--- config.mk ---
export PLATFORM = sky130hd
export DESIGN_NAME = mem_stage_lsu
export DESIGN_NICKNAME = d
export VERILOG_FILES = /design/src/rtl/mem_stage_lsu.sv
export SDC_FILE = /design/constraint.sdc
export NUM_CORES = 1
export LEC_CHECK = 0
export CORE_MARGIN = 4
export CORE_UTILIZATION = 40
export CTS_CLUSTER_DIAMETER = 50
export CTS_CLUSTER_SIZE = 24
export DETAILED_ROUTE_END_ITERATION = 8
export PLACE_DENSITY = 0.74
export SYNTH_ARGS = -nofsm -noshare
export SYNTH_HDL_FRONTEND = slang
export SYNTH_SLANG_ARGS = --single-unit
--- constraint.sdc ---
create_clock -name clk -period 10.6 [get_ports clk]
set_input_delay 1.06 -clock clk [delete_from_list [all_inputs] [get_ports clk]]
set_output_delay 1.06 -clock clk [all_outputs]
set_load 0.05 [all_outputs]
--- src/rtl/mem_stage_lsu.sv ---
// Memory-stage load/store unit: runs one req/ack data-bus transaction per
// EX/MEM instruction and returns lane-aligned, extended load data to MEM/WB.
module mem_stage_lsu #(
  parameter int TIMEOUT = 16
) (
  input  logic        clk,
  input  logic        rst,
  input  logic [31:0] EXMEMALUResult,
  input  logic [31:0] EXMEMMemWriteData,
  input  logic        EXMEMMemWrite,
  input  logic [2:0]  EXMEMMemWrBits,
  input  logic        EXMEMMemRead,
  input  logic [1:0]  EXMEMMemRBits,
  input  logic        load_unsigned,
  output logic        mem_stall,
  output logic [31:0] mem_rdata,
  output logic        mem_misalign,
  output logic        bus_err,
  output logic        bus_req,
  output logic        bus_we,
  output logic [31:0] bus_addr,
  output logic [3:0]  bus_be,
  output logic [31:0] bus_wdata,
  input  logic        bus_ack,
  input  logic [31:0] bus_rdata
);

  typedef enum logic [1:0] {IDLE, REQ, RESP} state_t;

  localparam logic [7:0] LAST = 8'(TIMEOUT - 1);

  state_t      state;
  logic [7:0]  count;
  logic [1:0]  ld_lane;
  logic        ld_word, ld_half, ld_uns;

  logic        wr_ok, rd_ok, is_store, is_load, sz_word, sz_half, go;
  logic [1:0]  lane;
  logic [3:0]  be_n;
  logic [31:0] wdata_n, shifted, load_val;

  assign lane     = EXMEMALUResult[1:0];
  assign wr_ok    = EXMEMMemWrite & ((EXMEMMemWrBits == 3'b001) |
                                     (EXMEMMemWrBits == 3'b010) |
                                     (EXMEMMemWrBits == 3'b100));
  assign rd_ok    = EXMEMMemRead & (EXMEMMemRBits != 2'b11);
  assign is_store = wr_ok;
  assign is_load  = ~wr_ok & rd_ok;

  // Size decode and lane placement; a write that is also a read is treated as the write.
  always_comb begin
    sz_word = 1'b0;
    sz_half = 1'b0;
    if (is_store) begin
      sz_word = EXMEMMemWrBits[2];
      sz_half = EXMEMMemWrBits[1];
    end else if (is_load) begin
      sz_word = (EXMEMMemRBits == 2'b00);
      sz_half = (EXMEMMemRBits == 2'b01);
    end
    if (sz_word) begin
      be_n    = 4'b1111;
      wdata_n = EXMEMMemWriteData;
    end else if (sz_half) begin
      be_n    = 4'b0011 << lane;
      wdata_n = {2{EXMEMMemWriteData[15:0]}};
    end else begin
      be_n    = 4'b0001 << lane;
      wdata_n = {4{EXMEMMemWriteData[7:0]}};
    end
  end

  assign mem_misalign = (is_store | is_load) &
                        ((sz_word & (lane != 2'b00)) | (sz_half & lane[0]));
  assign go           = (is_store | is_load) & ~mem_misalign;

  // Combinational so the pipeline registers see it settled before their negedge capture.
  assign mem_stall = ((state == IDLE) & go) | (state == REQ);

  assign shifted = bus_rdata >> {ld_lane, 3'b000};

  always_comb begin
    if (ld_word)
      load_val = bus_rdata;
    else if (ld_half)
      load_val = {{16{~ld_uns & shifted[15]}}, shifted[15:0]};
    else
      load_val = {{24{~ld_uns & shifted[7]}}, shifted[7:0]};
  end

  // Transaction FSM; an ack in the same cycle as the timeout takes precedence.
  always_ff @(posedge clk or posedge rst) begin
    if (rst) begin
      state     <= IDLE;
      count     <= '0;
      bus_req   <= 1'b0;
      bus_we    <= 1'b0;
      bus_addr  <= '0;
      bus_be    <= '0;
      bus_wdata <= '0;
      mem_rdata <= '0;
      bus_err   <= 1'b0;
      ld_lane   <= '0;
      ld_word   <= 1'b0;
      ld_half   <= 1'b0;
      ld_uns    <= 1'b0;
    end else begin
      case (state)
        IDLE: begin
          if (go) begin
            bus_addr  <= {EXMEMALUResult[31:2], 2'b00};
            bus_we    <= is_store;
            bus_be    <= be_n;
            bus_wdata <= wdata_n;
            ld_lane   <= lane;
            ld_word   <= sz_word;
            ld_half   <= sz_half;
            ld_uns    <= load_unsigned;
            bus_req   <= 1'b1;
            count     <= '0;
            state     <= REQ;
          end
        end
        REQ: begin
          if (bus_ack) begin
            if (!bus_we)
              mem_rdata <= load_val;
            bus_req <= 1'b0;
            count   <= '0;
            state   <= RESP;
          end else if (count == LAST) begin
            bus_req   <= 1'b0;
            bus_err   <= 1'b1;
            mem_rdata <= '0;
            count     <= '0;
            state     <= RESP;
          end else begin
            count <= count + 8'd1;
          end
        end
        RESP: begin
          bus_err <= 1'b0;
          state   <= IDLE;
        end
        default: state <= IDLE;
      endcase
    end
  end

endmodule

==> out/results.txt <==
Core area -> 0.0139 mm2
Total gr overflow -> 0
Post-synth top flop -> dfrtp_1
PortBufs -> 209
PD cells -> 358 mW/mm2
Yosys top cell by area -> dfrtp_1
H-tree level count -> 4
Leak -> 3.52 nW
Post-layout nets -> 789
DP Worst Slack -> 5.82 ns
Post-route total power -> 0.00302 W
Post-synthesis sequential area ratio -> 51.2%
Critical Path, Cell by Cell -> clkdlybuf4s50_1, xor2_1, o211ai_1, a211oi_2, a2bb2oi_4, nand2_1, clkdlybuf4s50_1
Die area -> 0.0161 mm2
Vias in the first global route -> 5,085
Max-slew violations -> 0
Count of state elements after synthesis -> 116
CTS tree -> yes
Worst Hold Path EP -> bus_be[0]
Width of the die -> 127 um
Unique cell type count in the Yosys netlist -> 55
Startpoint types -> input pin
Buf/Inv on CP -> 2
Die H -> 127 um
CP arrival -> 3.73 ns
YS warnings -> 0
CP Class -> in -> out
CTS clock-pin slew for the worst setup and hold paths -> 0.05 ns
Post-DP HPWL -> 12,700 um
Largest net degree at the start of global routing -> 80
CP max stage cell -> clkdlybuf4s50_1
Max Buffers Root-to-Sink -> 2
Reg2reg end -> mem_rdata[16]
Psw -> 0.00138 W
1st-iter DRT viols -> 535
I/O pin cnt -> 212
Initial Util -> 40.9%
Rel. slew slack -> 30.9%
Most common cell after layout, fill and taps aside -> clkdlybuf4s50_1
Post-route ant nets -> 0
Hold Vio Cnt, Final -> 0
Critical Path Max Stage Delay -> 0.82 ns
Antenna cell count -> 0
Post-synth EDFFs -> 0
Share of post-route cells with drive strength above 1 -> 19.3%
Final min period -> 4.79 ns
Comb pwr share -> 54.6%
Commonest non-fill, non-tap cells in the layout -> clkdlybuf4s50_1 (209), dfrtp_1 (116), mux2_2 (78), a21oi_1 (33), o21ai_0 (28)
Later-pin clock latency in the skew report -> 0.41 ns
Most frequent CP cell -> clkdlybuf4s50_1
Global-route wire length before repair -> 27,500 um
Status -> completed
Worst Hold Class -> reg -> reg
Mean Syn Cell Area -> 11.8 um2
CTS resizes -> 0
Max-cap viol count -> 0
Post-synth top area share -> 51.2%
Filler cell count -> 1,100
Routed WL -> 17,500 um
Part of the power in registers -> 26.5%
Worst EP required -> 9.54 ns
Hold Crit Start -> bus_be[0]
WL/cell -> 20.0 um
Cells on worst reg2reg path -> 5
Achievable Freq -> 209 MHz
Routed vias/inst -> 5.68
R2r startpoint -> ld_lane[1]
Flop2flop setup slack -> 7.94 ns
Switching part of the total -> 45.8%
Vias -> 4,955
Layout area overhead -> 48.5%
Number of placement rows -> 43
Part of the power in the clock network -> 18.9%
Number of buffers inserted by post-CTS setup repair -> 0
CP max FO -> 8
CP delay by family, top -> buffers and inverters
CTS sink count -> 116
Mapped Cells -> 481
Post-Syn Area -> 0.00567 mm2
Part of the cycle the worst path needs -> 45.2%
Initial antenna violation count -> 0
First-pass DRT Iterations -> 5
Async set or reset register ratio after synthesis -> 100%
Critical Path End Type -> output pin
P_int -> 0.00164 W
Drc violations -> 0
CTS Buf Count -> 17
Final Setup Violations -> 0
Synth area leaders -> dfrtp_1 (51%), mux2_2 (15%), a221o_1 (3.4%)
Hold-fix buffers, CTS -> 0
Final Wtd Congestion -> 0.905
Hold path depth -> 1
Fin Setup TNS -> 0 ns
Worst-margin pin slew -> 1.04 ns
Tot GR Track Use -> 21.7%
Worst Clk Skew -> 0.00603 ns
RSZ-0062 raised after global routing -> no
Worst setup margin -> 5.81 ns
Root buf cell -> clkbuf_16
VDD IR-drop max -> 0.000234 V
## cell type report
class | instances | area, um2 | share of cell area, %
repair buffers | 214 | 2130 | 25.3
flip-flops and latches | 116 | 2900 | 34.5
inverters | 9 | 36.3 | 0.431
clock buffers | 20 | 447 | 5.30
multi-input cells | 323 | 2540 | 30.2
well taps | 180 | 225 | 2.67
clock inverters | 11 | 135 | 1.60
## worst reg2reg max path: cells and delay by family, from the launching register on
| kind | cells | cell delay (ns) |
|---|---|---|
| mux | 2 | 0.67 |
| simple gates | 1 | 0.09 |
| compound gates | 2 | 1.08 |
| flops | 1 | 0.76 |
## kinds of logic (layout without fill, tap and decap cells)
group	Yosys count	count (layout)	share of synthesized area (%)
AO/OA/AOI/OAI	136	136	17.5
multiplexers	96	96	19.4
adder cells (fa/ha/maj)	1	1	0.221
AND/OR/NAND/NOR	86	86	7.30
other	1	2	0.0661
flip-flops	116	116	51.2
buffers and inverters	43	254	3.99
XOR/XNOR	2	2	0.309
## through the flow
stage	utilization, %	instance area, um2	std cells	hold WS, ns
finish	60.7	8420	873	0.495
global route	60.7	8420	873	0.500
CTS	60.7	8420	873	0.499
detailed placement	56.5	7840	842	0.488
global placement	56.5	7840	842	0.485
floorplan	-	5670	482	0.510
## registers in the layout, indices dropped and copies added, names as in the netlist
register and cells:
bus_req 1, ld_word 1, bus_be 4, ld_uns 1, bus_wdata 32, bus_err 1
state 2, bus_addr 30, count 8, ld_lane 2, ld_half 1, bus_we 1
mem_rdata 32
## power by group through the flow
stage	sequential [W]	combinational, W	clock, W
after floorplan	0.00141	0.000501	0
after global placement	0.000793	0.00163	0
after detailed placement	0.000802	0.00165	0
after CTS	0.000799	0.00165	0.000580
after global routing	0.000827	0.00172	0.000601
final	0.000801	0.00165	0.000569
## how the worst max path moves through the flow
stage	endpoint	slack (ns)	cells after the start	from
final	mem_stall	5.81	7	EXMEMMemWrBits[2]
after global routing	mem_stall	5.69	7	EXMEMMemWrBits[2]
after CTS	mem_stall	5.82	7	EXMEMMemWrBits[2]
after detailed placement	mem_stall	5.82	7	EXMEMMemWrBits[2]
after global placement	mem_misalign	5.87	7	EXMEMMemRead
after floorplan	bus_addr[10]	6.47	1	rst
## cells in the mapped netlist, types with 3 or more instances
| cell | count |
|---|---|
| o22ai_1 | 6 |
| dfrtp_1 | 116 |
| mux2i_1 | 11 |
| a221oi_1 | 7 |
| mux2_2 | 78 |
| nand2_1 | 22 |
| nor2b_1 | 3 |
| a31o_2 | 8 |
| a221o_1 | 19 |
| a31oi_1 | 8 |
| nand2b_1 | 4 |
| buf_1 | 3 |
| a32o_1 | 5 |
| mux2_4 | 6 |
| buf_6 | 7 |
| a21oi_1 | 33 |
| nand3_1 | 22 |
| nor2_1 | 21 |
| clkbuf_1 | 18 |
| o21ai_0 | 28 |
| inv_1 | 9 |
| buf_2 | 3 |
| a211o_1 | 3 |
## metal layers
layer / vias up / GRT usage, % / part of all wire (%)
li1: 2220 / - / -
met1: 2409 / 26.3 / 40
met2: 290 / 33.7 / 45
met3: 36 / 10.7 / 13
met4: 0 / 7.82 / 2.2
met5: - / 0 / 0
(Power assumes the default switching activity.)
